File: src/rtl/sha256_round_engine.sv
// Iterative SHA-256 compression core: one round per accepted schedule word W_t.
// Holds the working variables a..h and the chaining hash H0..H7; digest = {H0..H7}.
module sha256_round_engine (
    input  logic         clk,
    input  logic         rst,
    input  logic         start,
    input  logic         chain,
    input  logic         w_valid,
    input  logic [31:0]  w_data,
    output logic         w_ready,
    output logic         busy,
    output logic         done,
    output logic [255:0] digest
);

    typedef enum logic [1:0] {StIdle, StRound, StFinal} state_e;

    localparam logic [31:0] InitHash [8] = '{
        32'h6a09e667, 32'hbb67ae85, 32'h3c6ef372, 32'ha54ff53a,
        32'h510e527f, 32'h9b05688c, 32'h1f83d9ab, 32'h5be0cd19
    };

    localparam logic [31:0] RoundK [64] = '{
        32'h428a2f98, 32'h71374491, 32'hb5c0fbcf, 32'he9b5dba5,
        32'h3956c25b, 32'h59f111f1, 32'h923f82a4, 32'hab1c5ed5,
        32'hd807aa98, 32'h12835b01, 32'h243185be, 32'h550c7dc3,
        32'h72be5d74, 32'h80deb1fe, 32'h9bdc06a7, 32'hc19bf174,
        32'he49b69c1, 32'hefbe4786, 32'h0fc19dc6, 32'h240ca1cc,
        32'h2de92c6f, 32'h4a7484aa, 32'h5cb0a9dc, 32'h76f988da,
        32'h983e5152, 32'ha831c66d, 32'hb00327c8, 32'hbf597fc7,
        32'hc6e00bf3, 32'hd5a79147, 32'h06ca6351, 32'h14292967,
        32'h27b70a85, 32'h2e1b2138, 32'h4d2c6dfc, 32'h53380d13,
        32'h650a7354, 32'h766a0abb, 32'h81c2c92e, 32'h92722c85,
        32'ha2bfe8a1, 32'ha81a664b, 32'hc24b8b70, 32'hc76c51a3,
        32'hd192e819, 32'hd6990624, 32'hf40e3585, 32'h106aa070,
        32'h19a4c116, 32'h1e376c08, 32'h2748774c, 32'h34b0bcb5,
        32'h391c0cb3, 32'h4ed8aa4a, 32'h5b9cca4f, 32'h682e6ff3,
        32'h748f82ee, 32'h78a5636f, 32'h84c87814, 32'h8cc70208,
        32'h90befffa, 32'ha4506ceb, 32'hbef9a3f7, 32'hc67178f2
    };

    function automatic logic [31:0] big_sigma0(input logic [31:0] x);
        return {x[1:0], x[31:2]} ^ {x[12:0], x[31:13]} ^ {x[21:0], x[31:22]};
    endfunction

    function automatic logic [31:0] big_sigma1(input logic [31:0] x);
        return {x[5:0], x[31:6]} ^ {x[10:0], x[31:11]} ^ {x[24:0], x[31:25]};
    endfunction

    function automatic logic [31:0] ch(input logic [31:0] x, input logic [31:0] y,
                                       input logic [31:0] z);
        return (x & y) ^ (~x & z);
    endfunction

    function automatic logic [31:0] maj(input logic [31:0] x, input logic [31:0] y,
                                        input logic [31:0] z);
        return (x & y) ^ (x & z) ^ (y & z);
    endfunction

    state_e      state_q;
    logic [5:0]  t_q;
    logic [31:0] wv_q   [8];  // working variables, index 0 = a ... 7 = h
    logic [31:0] hash_q [8];
    logic        busy_q;
    logic        w_ready_q;
    logic        done_q;

    logic [31:0] t1;
    logic [31:0] t2;

    always_comb begin
        t1 = wv_q[7] + big_sigma1(wv_q[4]) + ch(wv_q[4], wv_q[5], wv_q[6]) + RoundK[t_q]
           + w_data;
        t2 = big_sigma0(wv_q[0]) + maj(wv_q[0], wv_q[1], wv_q[2]);
    end

    always_ff @(posedge clk) begin
        if (rst) begin
            state_q   <= StIdle;
            t_q       <= '0;
            busy_q    <= 1'b0;
            w_ready_q <= 1'b0;
            done_q    <= 1'b0;
            for (int i = 0; i < 8; i++) begin
                wv_q[i]   <= '0;
                hash_q[i] <= InitHash[i];
            end
        end else begin
            done_q <= 1'b0;
            unique case (state_q)
                StIdle: begin
                    if (start) begin
                        for (int i = 0; i < 8; i++) begin
                            if (chain) begin
                                wv_q[i] <= hash_q[i];
                            end else begin
                                wv_q[i]   <= InitHash[i];
                                hash_q[i] <= InitHash[i];
                            end
                        end
                        t_q       <= '0;
                        busy_q    <= 1'b1;
                        w_ready_q <= 1'b1;
                        state_q   <= StRound;
                    end
                end
                StRound: begin
                    if (w_valid && w_ready_q) begin
                        wv_q[7] <= wv_q[6];
                        wv_q[6] <= wv_q[5];
                        wv_q[5] <= wv_q[4];
                        wv_q[4] <= wv_q[3] + t1;
                        wv_q[3] <= wv_q[2];
                        wv_q[2] <= wv_q[1];
                        wv_q[1] <= wv_q[0];
                        wv_q[0] <= t1 + t2;
                        // t wraps to 0 on the last round, ready for the next block
                        t_q     <= t_q + 6'd1;
                        if (t_q == 6'd63) begin
                            w_ready_q <= 1'b0;
                            state_q   <= StFinal;
                        end
                    end
                end
                StFinal: begin
                    for (int i = 0; i < 8; i++) begin
                        hash_q[i] <= hash_q[i] + wv_q[i];
                    end
                    busy_q  <= 1'b0;
                    done_q  <= 1'b1;
                    state_q <= StIdle;
                end
                default: state_q <= StIdle;
            endcase
        end
    end

    assign w_ready = w_ready_q;
    assign busy    = busy_q;
    assign done    = done_q;
    assign digest  = {hash_q[0], hash_q[1], hash_q[2], hash_q[3],
                      hash_q[4], hash_q[5], hash_q[6], hash_q[7]};

endmodule

File: config.mk
export PLATFORM = sky130hd
export DESIGN_NAME = sha256_round_engine
export DESIGN_NICKNAME = d
export VERILOG_FILES = /design/src/rtl/sha256_round_engine.sv
export SDC_FILE = /design/constraint.sdc
export NUM_CORES = 2
export LEC_CHECK = 0
export CORE_MARGIN = 5
export CORE_UTILIZATION = 59
export CTS_BUF_LIST = sky130_fd_sc_hd__clkbuf_8
export DETAILED_ROUTE_END_ITERATION = 12
export PLACE_DENSITY_LB_ADDON = 0.12
export SLEW_MARGIN = 10
export SYNTH_ARGS = -nofsm -noshare
export SYNTH_HDL_FRONTEND = slang
export SYNTH_SLANG_ARGS = --single-unit
File: constraint.sdc
create_clock -name clk -period 9.3 [get_ports clk]
set_input_delay 2.325 -clock clk [delete_from_list [all_inputs] [get_ports clk]]
set_output_delay 2.325 -clock clk [all_outputs]
set_load 0.05 [all_outputs]
==> results by group <==
Clock network
  • Clock-pin transition on the worst setup and hold timing paths: about 0.060 ns
  • Clk_lat worst skew: 0.75 ns
  • Number of buffers created by CTS: 93
  • Clock sink count: 523
  • Setup bufs post-CTS: 0
  • Root Buffer: clkbuf_8
  • # H-tree levels: 3
  • TritonCTS clock tree: done
  • Clk buf depth: 3

Logic synthesis
  • Post-synth top area share: 28.3%
  • Post-synthesis cell type count: just under 100
  • Async S/R FF share, synth: 0%
  • Yosys top cell by area: edfxtp_1
  • Syn Nets: between 5000 and 6000
  • Synthesized flop and latch total: 523
  • Mapped Avg Cell Area: around 8.9 um^2
  • Most frequent cells after synthesis: nand2_1 (513), edfxtp_1 (416), o21ai_0 (413)
  • Post-synthesis sequential area ratio: 33.1%
  • EDFF count, synth: ~420
  • Simple-Gate Fraction of Synth Area: ~14%
  • Mapped Area: about 44000 um^2
  • Count leader, synth: nand2_1
  • Compound-Gate Fraction of Synth Area: about 22%
  • Synth area leaders: edfxtp_1 (28%), ha_1 (10%), fa_1 (6.0%)
  • Synth Instances: 4940
  • Synth Area in XOR/XNOR: 8.03%
  • Post-synthesis adder-cell area fraction: 16.2%
  • Ys flop type: edfxtp_1
  • Mux cell area share after synthesis: 1.47%
  • Main combinational cell family by area after synthesis: compound AO/OA/AOI/OAI gates
  • Syn. warnings: 0

Finish
  • Fin nets: 5948
  • Utilization after layout: 70.0%
  • Filler instances: ~5900
  • Non-filler cells, final: 6471
  • Layout cells sized above 1: 10.5%
  • P&R area growth vs syn: 17.8%

Setup path
  • Slowest-stage cell, CP: fa_1
  • CP Capture Type: register
  • FF-to-FF setup slack: 0.43 ns
  • Critical Path Source Type: input port
  • Critical setup path kind: in2reg
  • Critical Path RT: 9.74 ns
  • Arrival @ worst endpoint: 9.42 ns
  • Top cell by count, worst path: a21o_1
  • CP max stage delay: 0.56 ns
  • CP Max Fanout: 3

Timing
  • Minimum clock period after layout: 8.97 ns
  • # setup viols final: 0
  • Period Utilization, post-route: a little under 100%
  • Worst slew pin tran: 1.15 ns
  • Hold Fails Final Rpt: 0
  • Pins Over Slew Limit: 0
  • Clock Skews: 0.0377 ns
  • Rel. slew slack: between 20% and 30%
  • Unrepaired setup endpoints after global routing: false
  • Setup TNS: 0 ns
  • Max frequency: 111 MHz

GRT
  • First-pass GRT wire length: 267000 um
  • Global-route usage over all layers: 43.6%
  • Vias in the first global route: 41300
  • Gr ovfl total: 0
  • Initial antenna violation count: 7
  • Pin count of the biggest net entering global routing: 109

Drt
  • M1 WL: 62900 um
  • Pre-antenna DRT Iters: 8
  • Top sig layer: met5
  • # DRC: 0
  • Total Wirelength: 181000 um
  • WL/cell: 28.0 um
  • Met2 routed WL: 80200 um
  • Wire length on met3: 19100 um
  • Vias: around 43000
  • Antenna viol nets, final: 0
  • Avg Vias per Cell: 6.59
  • Drt first-iter violations: 5266

Floorplanning
  • # rows: 100
  • DIE WIDTH: ~280 um
  • Die area: 80400 um^2
  • Top Ports: 296
  • Starting density of the core: approximately three fifths
  • Die height: 284 um
  • Core area: ~74000 um^2

Hold path
  • Worst min path class: reg2reg

Placement
  • GP Congestion: 1.10
  • Dpl cells: 6293
  • Port Buffers: 295
  • DP Wirelength: 139000 um

Run status
  • Status: finished clean

Job
  • Total of max-cap violations: 0
==> through the flow <==
step           setup WS, ns  area [um^2]  hold slack, ns
6_report              0.325        52000           0.480
3_5_place_dp         -0.395        50100           0.473
3_3_place_gp         -0.368        50100           0.451
2_1_floorplan         0.677        44200           0.461
4_1_cts               0.309        52000           0.483
5_1_grt              0.0428        52000           0.499
==> path summary, 6_finish.rpt <==
kind,startpoint,to,cells past startpoint
worst max-delay path,w_data[1],wv_q[0][31]$_SDFFCE_PN0P_,30
worst min-delay path,wv_q[3][31]$_SDFFE_PP0P_,wv_q[3][63]$_SDFFE_PP0P_,2
worst max register to register,t_q[0]$_SDFFE_PP0P_,wv_q[0][31]$_SDFFCE_PN0P_,38
worst min register to register,wv_q[3][31]$_SDFFE_PP0P_,wv_q[3][63]$_SDFFE_PP0P_,2
==> logic make-up after synthesis <==
| kind of cell | after synthesis |
|---|---|
| AO/OA/AOI/OAI | 1489 |
| AND/OR/NAND/NOR | 1396 |
| buffers and inverters | 579 |
| flip-flops | 523 |
| adder cells (fa/ha/maj) | 494 |
| XOR/XNOR | 405 |
| multiplexers | 54 |
==> layout make-up <==
| cell class | count | area [um^2] | area share [%] |
|---|---|---|---|
| Sequential cell | 523 | 14600 | 28.1 |
| Inverter | 326 | 1250 | 2.40 |
| Clock buffer | 106 | 1460 | 2.80 |
| Multi-Input combinational cell | 3838 | 27400 | 52.7 |
| Clock inverter | 69 | 453 | 0.871 |
| Tap cell | 969 | 1210 | 2.33 |
| Timing Repair Buffer | 637 | 5600 | 10.8 |
| Antenna cell | 3 | 7.51 | 0.0144 |
==> per-layer routing <==
| metal | GRT usage, % | vias up |
|---|---|---|
| met2 | 69.1 | 2901 |
| met1 | 51.6 | 20200 |
| li1 | - | 18700 |
| met3 | 9.36 | 821 |
| met5 | 0 | - |
| met4 | 34.1 | 8 |
==> worst max-delay path: cells and delay by family <==
| kind | cells | cell delay, ns |
|---|---|---|
| AOI/OAI and AO/OA | 14 | 2.72 |
| adders and majority gates | 6 | 2.54 |
| buffers and inverters | 7 | 1.08 |
| and+or+nand+nor | 1 | 0.41 |
| xor gates and xnor gates | 2 | 0.35 |
==> cell usage in the layout (no fill, tap or decap), types with 34 or more instances in the layout <==
cell,instances
a311oi_1,44
clkdlybuf4s50_1,293
fa_1,132
xor2_1,170
edfxtp_1,416
buf_4,335
inv_1,353
a21oi_1,332
nand2_1,513
clkbuf_8,106
o21ai_0,412
nor2b_1,79
a31oi_1,47
nor3_1,123
o31ai_1,34
dfxtp_1,104
nand2b_1,62
a21o_1,178
o21a_1,51
xnor2_1,235
nor2_1,361
a22o_1,65
a211oi_1,56
ha_1,359
nand3_1,90
==> repair_timing <==
action / CTS / global route
hold endpoints to repair: 0 / 0
hold buffers: 0 / 0
gates resized for setup: 0 / 5
endpoints found under the setup margin: 0 / 2
==> sequential cells by signal, indices dropped and copies added (netlist names) <==
| name | flops |
|---|---|
| busy | 1 |
| done | 1 |
| hash_q | 256 |
| state_q | 2 |
| t_q | 6 |
| w_ready | 1 |
| wv_q | 256 |
Power is not shown: default switching activity piles up to over one toggle a cycle in this logic, so the estimate is an artifact.
